<file path="src/rtl/core_ex_div_pkg.sv">
// rtl/core_ex_div_pkg.sv - shared funct3 codes, FSM states and step counts for the EX divider
package core_ex_div_pkg;

  localparam int OPERAND_WIDTH = 64;

  localparam logic [2:0] FUNCT3_DIV  = 3'b100;
  localparam logic [2:0] FUNCT3_DIVU = 3'b101;
  localparam logic [2:0] FUNCT3_REM  = 3'b110;
  localparam logic [2:0] FUNCT3_REMU = 3'b111;

  typedef enum logic [1:0] {
    DIV_IDLE = 2'd0,
    DIV_CALC = 2'd1,
    DIV_DONE = 2'd2
  } div_state_t;

  localparam logic [6:0] DIV_STEPS_64 = 7'd64;
  localparam logic [6:0] DIV_STEPS_32 = 7'd32;

endpackage

</file>
<file path="src/rtl/core_ex_div_if.sv">
// rtl/core_ex_div_if.sv - pipeline-side bundle between ID/EX and the EX divider
interface core_ex_div_if #(
  parameter int XLEN = 64
);
  logic            start;
  logic [2:0]      funct3;
  logic            word;
  logic [XLEN-1:0] rs1_data;
  logic [XLEN-1:0] rs2_data;
  logic            flush;
  logic            stall;
  logic            valid;
  logic [XLEN-1:0] result;

  modport master (
    output start, funct3, word, rs1_data, rs2_data, flush,
    input  stall, valid, result
  );

  modport slave (
    input  start, funct3, word, rs1_data, rs2_data, flush,
    output stall, valid, result
  );
endinterface

</file>
<file path="src/rtl/core_div_step.sv">
// rtl/core_div_step.sv - one combinational radix-2 restoring division step
module core_div_step #(
  parameter int W = 64
) (
  input  logic [W-1:0] rem,
  input  logic [W-1:0] quo,
  input  logic [W-1:0] divisor,
  output logic [W-1:0] rem_next,
  output logic [W-1:0] quo_next
);

  logic [W:0] shifted;
  logic [W:0] trial;

  // rem < divisor always holds, so the shifted remainder fits in W+1 bits
  assign shifted = {rem, quo[W-1]};
  assign trial   = shifted - {1'b0, divisor};

  always_comb begin
    if (!trial[W]) begin
      rem_next = trial[W-1:0];
      quo_next = {quo[W-2:0], 1'b1};
    end else begin
      rem_next = shifted[W-1:0];
      quo_next = {quo[W-2:0], 1'b0};
    end
  end

endmodule

</file>
<file path="src/rtl/core_ex_div.sv">
// rtl/core_ex_div.sv - multi-cycle RV64M divider in EX; W variants built only with CORE_DIV_W_EN
module core_ex_div
  import core_ex_div_pkg::*;
#(
  parameter int XLEN = OPERAND_WIDTH
) (
  input logic          clk,
  input logic          rst,
  core_ex_div_if.slave bus
);

  div_state_t      state;
  logic [6:0]      count;
  logic [XLEN-1:0] rem_q, quo_q, div_q;
  logic            neg_q, neg_r, is_rem_q;
  logic            valid_q;
  logic [XLEN-1:0] result_q;

  logic            signed_op, is_rem, a_sign, b_sign, div_zero, ovf;
  logic [XLEN-1:0] a_ext, b_ext, a_abs, b_abs, min_neg, quo_init;
  logic [XLEN-1:0] special_res, rem_next, quo_next, q_fix, r_fix, res_pre, res_fmt;
  logic [6:0]      steps;

  assign signed_op = (bus.funct3 == FUNCT3_DIV) || (bus.funct3 == FUNCT3_REM);
  assign is_rem    = (bus.funct3 == FUNCT3_REM) || (bus.funct3 == FUNCT3_REMU);

`ifdef CORE_DIV_W_EN
  logic word_q;

  always_comb begin
    a_ext    = bus.rs1_data;
    b_ext    = bus.rs2_data;
    min_neg  = {1'b1, {(XLEN-1){1'b0}}};
    steps    = DIV_STEPS_64;
    if (bus.word) begin
      a_ext   = {{(XLEN-32){signed_op & bus.rs1_data[31]}}, bus.rs1_data[31:0]};
      b_ext   = {{(XLEN-32){signed_op & bus.rs2_data[31]}}, bus.rs2_data[31:0]};
      min_neg = {{(XLEN-31){1'b1}}, {31{1'b0}}};
      steps   = DIV_STEPS_32;
    end
  end

  // Left-aligning the 32-bit magnitude lets 32 steps produce the full quotient
  assign quo_init = bus.word ? {a_abs[XLEN-33:0], 32'b0} : a_abs;

  always_comb begin
    res_fmt = res_pre;
    if ((state == DIV_IDLE) ? bus.word : word_q)
      res_fmt = {{(XLEN-32){res_pre[31]}}, res_pre[31:0]};
  end
`else
  logic unused_word;
  assign unused_word = bus.word;
  assign a_ext       = bus.rs1_data;
  assign b_ext       = bus.rs2_data;
  assign min_neg     = {1'b1, {(XLEN-1){1'b0}}};
  assign steps       = DIV_STEPS_64;
  assign quo_init    = a_abs;
  assign res_fmt     = res_pre;
`endif

  assign a_sign   = signed_op & a_ext[XLEN-1];
  assign b_sign   = signed_op & b_ext[XLEN-1];
  assign a_abs    = a_sign ? -a_ext : a_ext;
  assign b_abs    = b_sign ? -b_ext : b_ext;
  assign div_zero = (b_ext == '0);
  assign ovf      = signed_op && (a_ext == min_neg) && (&b_ext);

  always_comb begin
    if (div_zero) special_res = is_rem ? a_ext : '1;
    else          special_res = is_rem ? '0 : a_ext;
  end

  core_div_step #(.W(XLEN)) u_step (
    .rem      (rem_q),
    .quo      (quo_q),
    .divisor  (div_q),
    .rem_next (rem_next),
    .quo_next (quo_next)
  );

  assign q_fix   = neg_q ? -quo_next : quo_next;
  assign r_fix   = neg_r ? -rem_next : rem_next;
  assign res_pre = (state == DIV_IDLE) ? special_res : (is_rem_q ? r_fix : q_fix);

  always_ff @(posedge clk) begin
    if (rst) begin
      state    <= DIV_IDLE;
      count    <= '0;
      rem_q    <= '0;
      quo_q    <= '0;
      div_q    <= '0;
      neg_q    <= 1'b0;
      neg_r    <= 1'b0;
      is_rem_q <= 1'b0;
`ifdef CORE_DIV_W_EN
      word_q   <= 1'b0;
`endif
      valid_q  <= 1'b0;
      result_q <= '0;
    end else begin
      valid_q <= 1'b0;
      if (bus.flush) begin
        state <= DIV_IDLE;
      end else begin
        case (state)
          DIV_IDLE: if (bus.start) begin
            neg_q    <= signed_op & (a_sign ^ b_sign);
            neg_r    <= a_sign;
            is_rem_q <= is_rem;
`ifdef CORE_DIV_W_EN
            word_q   <= bus.word;
`endif
            div_q    <= b_abs;
            rem_q    <= '0;
            quo_q    <= quo_init;
            if (div_zero || ovf) begin
              result_q <= res_fmt;
              valid_q  <= 1'b1;
              state    <= DIV_DONE;
            end else begin
              count <= steps;
              state <= DIV_CALC;
            end
          end
          DIV_CALC: begin
            rem_q <= rem_next;
            quo_q <= quo_next;
            count <= count - 7'd1;
            if (count == 7'd1) begin
              result_q <= res_fmt;
              valid_q  <= 1'b1;
              state    <= DIV_DONE;
            end
          end
          default: state <= DIV_IDLE;
        endcase
      end
    end
  end

  assign bus.stall  = ((state == DIV_IDLE) && bus.start && !bus.flush) || (state == DIV_CALC);
  assign bus.valid  = valid_q;
  assign bus.result = result_q;

endmodule
</file>
<file path="src/flat_wrapper.sv">
// flat-port wrapper written by rule: the top's interface ports become plain ports
module core_ex_div_flat import core_ex_div_pkg::*;
#(
  parameter int XLEN = OPERAND_WIDTH
)
  (clk, rst, bus_start, bus_funct3, bus_word, bus_rs1_data, bus_rs2_data, bus_flush, bus_stall, bus_valid, bus_result);
  core_ex_div_if #(.XLEN(XLEN)) bus_i ();
  input logic clk;
  input logic rst;
  input wire logic [$bits(bus_i.start)-1:0] bus_start;
  input wire logic [$bits(bus_i.funct3)-1:0] bus_funct3;
  input wire logic [$bits(bus_i.word)-1:0] bus_word;
  input wire logic [$bits(bus_i.rs1_data)-1:0] bus_rs1_data;
  input wire logic [$bits(bus_i.rs2_data)-1:0] bus_rs2_data;
  input wire logic [$bits(bus_i.flush)-1:0] bus_flush;
  output wire logic [$bits(bus_i.stall)-1:0] bus_stall;
  output wire logic [$bits(bus_i.valid)-1:0] bus_valid;
  output wire logic [$bits(bus_i.result)-1:0] bus_result;
  assign bus_i.start = bus_start;
  assign bus_i.funct3 = bus_funct3;
  assign bus_i.word = bus_word;
  assign bus_i.rs1_data = bus_rs1_data;
  assign bus_i.rs2_data = bus_rs2_data;
  assign bus_i.flush = bus_flush;
  assign bus_stall = bus_i.stall;
  assign bus_valid = bus_i.valid;
  assign bus_result = bus_i.result;
  core_ex_div #(.XLEN(XLEN)) u_core (.clk(clk), .rst(rst), .bus(bus_i));
endmodule
</file>
<file path="config.mk">
export PLATFORM = sky130hd
export DESIGN_NAME = core_ex_div_flat
export DESIGN_NICKNAME = d
export VERILOG_FILES = /design/src/rtl/core_ex_div_pkg.sv /design/src/rtl/core_ex_div_if.sv /design/src/rtl/core_div_step.sv /design/src/rtl/core_ex_div.sv /design/src/flat_wrapper.sv
export SDC_FILE = /design/constraint.sdc
export NUM_CORES = 1
export LEC_CHECK = 0
export CAP_MARGIN = 30
export CORE_UTILIZATION = 25
export DETAILED_ROUTE_END_ITERATION = 8
export GPL_ROUTABILITY_DRIVEN = 0
export PLACE_DENSITY = 0.44
export SLEW_MARGIN = 40
export SYNTH_ARGS = -nofsm -noshare
export SYNTH_HDL_FRONTEND = slang
export SYNTH_SLANG_ARGS = --single-unit
</file>
<file path="constraint.sdc">
create_clock -name clk -period 8 [get_ports clk]
set_clock_uncertainty 0.15 [all_clocks]
set_input_delay 2.4 -clock clk [delete_from_list [all_inputs] [get_ports clk]]
set_output_delay 2.4 -clock clk [all_outputs]
set_load 0.01 [all_outputs]
</file>
==> flow_summary.ini, run 1 <==
[worst_setup_path]
crit_required_ns = 8.30
endpoint_kind = flip-flop
crit_fanout = 68
critical_path_arrival_ns = 7.27
worstSetupPathType = in2reg
cp-start-kind = input port

[sta]
fmax_ghz = 0.1434
timing.final.crit_share_pct = 87.14
min_period_ns = 6.971
tns_ns = 0
rsz0062_at_grt = false
relSlewSlack_pct = 45.19
setup_viol = 0
final_hold_viol_count = 0
fin_ws_ns = 1.029
slew_viol_final = 0
worstMarginPinSlew_ns = 0.8192

[cts]
post_cts_buffers = 0
cts-root-buf = clkbuf_16
cts_tree = built
clkTransAtPathRegs_ns = 0.06
cts_resized = 0
hold_buffers = 0
worstSkewPairLatency_ns = 0.58
cts.sinks = 269
cts_buffer_depth = 3
htreeDepth = 2
numCtsBuffers = 37

[yosys]
synthArstFlopShare_pct = 0
syn-num-nets = 3564
ys_warn_count = 0
ys_top_cells_by_area = dfxtp_1, nor2_1, a21oi_1
synth_flop_cell = dfxtp_1
yosysUniqueCellTypes = 101
syn_inst = 3356
yosysSeqAreaShare_pct = 22.88
synth-seq-cells = 269
synth-edff-count = 0
syn_area_per_cell_um2 = 7.014
synth_area_um2 = 23540
yosysTopAreaCell = dfxtp_1
synth.top_cell.area_share_pct = 22.88

[power_and_ir_drop]
switching_share_pct = 33.76
combPwrFrac_pct = 23.3
switchingPower_mw = 1.401
clkPwrFrac_pct = 42.0
internal-power_mw = 2.748
cellPowerDensity_nw_per_um2 = 147.7
pwr-share-seq_pct = 34.7
leakagePower_nw = 10.07
peakVddDrop_v = 0.0001144

[drt]
drtIter0Drc = 2186
via_per_inst = 5.431
vias = 25616
drtPass1Iterations = 5
wire_per_inst_um = 22.78
routed_wl_um = 107500
drc_errors = 0
ant_nets = 0

[layout]
area_growth_pct = 19.35
fillers = 10483
layout-drive-gt1-share_pct = 5.949
fin_nets = 3643
antenna_cells = 0

[run_status]
status = complete, no violations

[global_routing]
gr-total-overflow = 0
grt_busiest_layer = met2
antenna_found_initial = 1
grt_pass1_vias = 24052
grt_max_degree = 181
grt_use_total_pct = 21.94
gr-usage-met2_pct = 37.54
grt_pass1_wl_um = 159700
use_met1_pct = 29.39
met3_usage_pct = 2.316

[die]
chipWidth_um = 308.8
dieArea_um2 = 95380
core_area_um2 = 93330
num_io_pins = 202
die_h_um = 308.8
row_count = 112
start_util_pct = 25.22

[place]
place_ws_ns = 0.4589
io_buffers = 200
hpwl_um = 83530

[min_path]
hold_class = reg2reg

[flow_run]
maxCapViolations = 0
[per-layer routing]
layer  share of wire (%)  vias to the layer above
li1                    -                    12456
met2                  48                      715
met4                 2.2                        2
met5               0.010                        -
met3                 4.4                      116
met1                  45                    12327
[flip-flops by register name, summed over array words and instances (netlist names)]
register / count
u_core.state: 2
u_core.neg_r: 1
u_core.rem_q: 64
u_core.bus.result: 64
u_core.neg_q: 1
u_core.div_q: 64
u_core.quo_q: 64
u_core.bus.valid: 1
u_core.count: 7
u_core.is_rem_q: 1
[worst max-delay path, cell delays in order]
cell             delay, ns
clkdlybuf4s50_1       0.54
or4_1                 0.65
nor4b_2               0.37
nand4_1               0.26
or4_1                 0.62
nor4_2                0.54
nand3b_1              0.13
a21oi_1               0.21
a22o_1                0.22
and2_2                0.23
buf_12                0.27
nor2_1                0.24
nand2_1               0.21
nor4b_1               0.25
a211oi_1              0.07
[power groups by stage]
stage	Combinational [mW]	Clock [mW]	Sequential [mW]
after floorplan	0.593	0	1.45
after global placement	0.953	0	1.47
after detailed placement	0.951	0	1.47
after CTS	0.956	1.79	1.44
after global routing	1.06	1.84	1.45
final	0.967	1.74	1.44
[path summary, 6_finish.rpt]
| kind | from | end | slack, ns | cells after the start |
|---|---|---|---|---|
| worst max-delay path | bus_rs1_data[2] | u_core.bus.result[63]$_SDFFE_PP0P_ | 1.03 | 15 |
| worst min-delay path | u_core.div_q[61]$_SDFFE_PP0P_ | u_core.div_q[61]$_SDFFE_PP0P_ | 0.30 | 2 |
| worst max register to register | u_core.quo_q[63]$_SDFFE_PP0P_ | u_core.bus.result[58]$_SDFFE_PP0P_ | 1.11 | 23 |
| worst min register to register | u_core.div_q[61]$_SDFFE_PP0P_ | u_core.div_q[61]$_SDFFE_PP0P_ | 0.30 | 2 |
[synthesized netlist by cell type (11+ instances only)]
cell and number:
a311oi_1 38, a21o_1 28, o31ai_1 55, o31a_1 12, xnor2_1 122, xor2_1 138
ha_1 71, inv_1 105, nand4_1 53, o21ai_1 27, o211ai_1 34, a211oi_1 127
a22oi_1 58, a211o_1 11, nand2b_1 21, nand2_1 320, dfxtp_1 269, mux2i_1 28
clkbuf_1 165, o21a_1 19, nor4_1 49, and3_1 13, nor2_1 516, a31oi_1 31
or3_1 51, buf_2 37, and2_1 19, or4_1 34, nor3_1 93, buf_1 12
a221oi_1 11, nand3_1 40, a21oi_1 304, mux2_2 19, o41ai_1 25, o21ai_0 218
[cell type report]
cell class              instances  area, um^2  area share [%]
flip-flops and latches        269        5389           19.18
inverters                     107       401.6           1.430
well taps                    1254        1569           5.585
clock buffers                  51        1049           3.732
repair buffers                260        2542           9.050
multi-input cells            2760       16950           60.34
clock inverters                16       190.2          0.6770
[stage by stage]
step | std cells | utilization [%] | instance area [um^2] | hold slack [ns] | total power, mW
2_1_floorplan | 3356 | - | 23540 | 0.2819 | 2.042
3_3_place_gp | 4648 | 28.67 | 26760 | 0.2942 | 2.420
5_1_grt | 4717 | 30.10 | 28090 | 0.3120 | 4.343
3_5_place_dp | 4648 | 28.71 | 26790 | 0.2973 | 2.419
4_1_cts | 4715 | 30.03 | 28030 | 0.3033 | 4.180
6_report | 4717 | 30.10 | 28090 | 0.3023 | 4.148
[layout by cell type, fill, tap and decap left out, types with 28 or more instances in the layout]
master / count
a211oi_1: 127
a31oi_1: 30
o31ai_1: 55
nor3_1: 93
o21ai_0: 218
a21o_1: 28
mux2i_1: 28
nand4_1: 53
nor2_1: 514
xor2_1: 138
or3_1: 51
a22oi_1: 58
nor4_1: 47
a311oi_1: 37
dfxtp_1: 266
a21oi_1: 303
or4_1: 34
xnor2_1: 122
ha_1: 71
inv_1: 105
clkbuf_16: 37
o211ai_1: 34
clkdlybuf4s50_1: 199
nand2_1: 319
nand3_1: 39
buf_4: 52
[logic make-up after synthesis]
group	count (synthesis)	share of synthesized area, %
compound gates	1100	30.53
mux	47	2.100
xor+xnor	260	9.675
buf+inv	327	5.555
simple gates	1281	25.40
flops	269	22.88
fa+ha+maj	72	3.859
Power figures use the tool's default switching activity.
==> run 2: changes to the inputs <==
--- a/config.mk
+++ b/config.mk
@@ -10,6 +10,7 @@
 export DETAILED_ROUTE_END_ITERATION = 8
 export GPL_ROUTABILITY_DRIVEN = 0
 export PLACE_DENSITY = 0.44
+export SKIP_CTS_REPAIR_TIMING = 1
 export SLEW_MARGIN = 40
 export SYNTH_ARGS = -nofsm -noshare
 export SYNTH_HDL_FRONTEND = slang
==> results of run 2 <==
No change in the layout: final DEF, timing and power equal those of run 1.
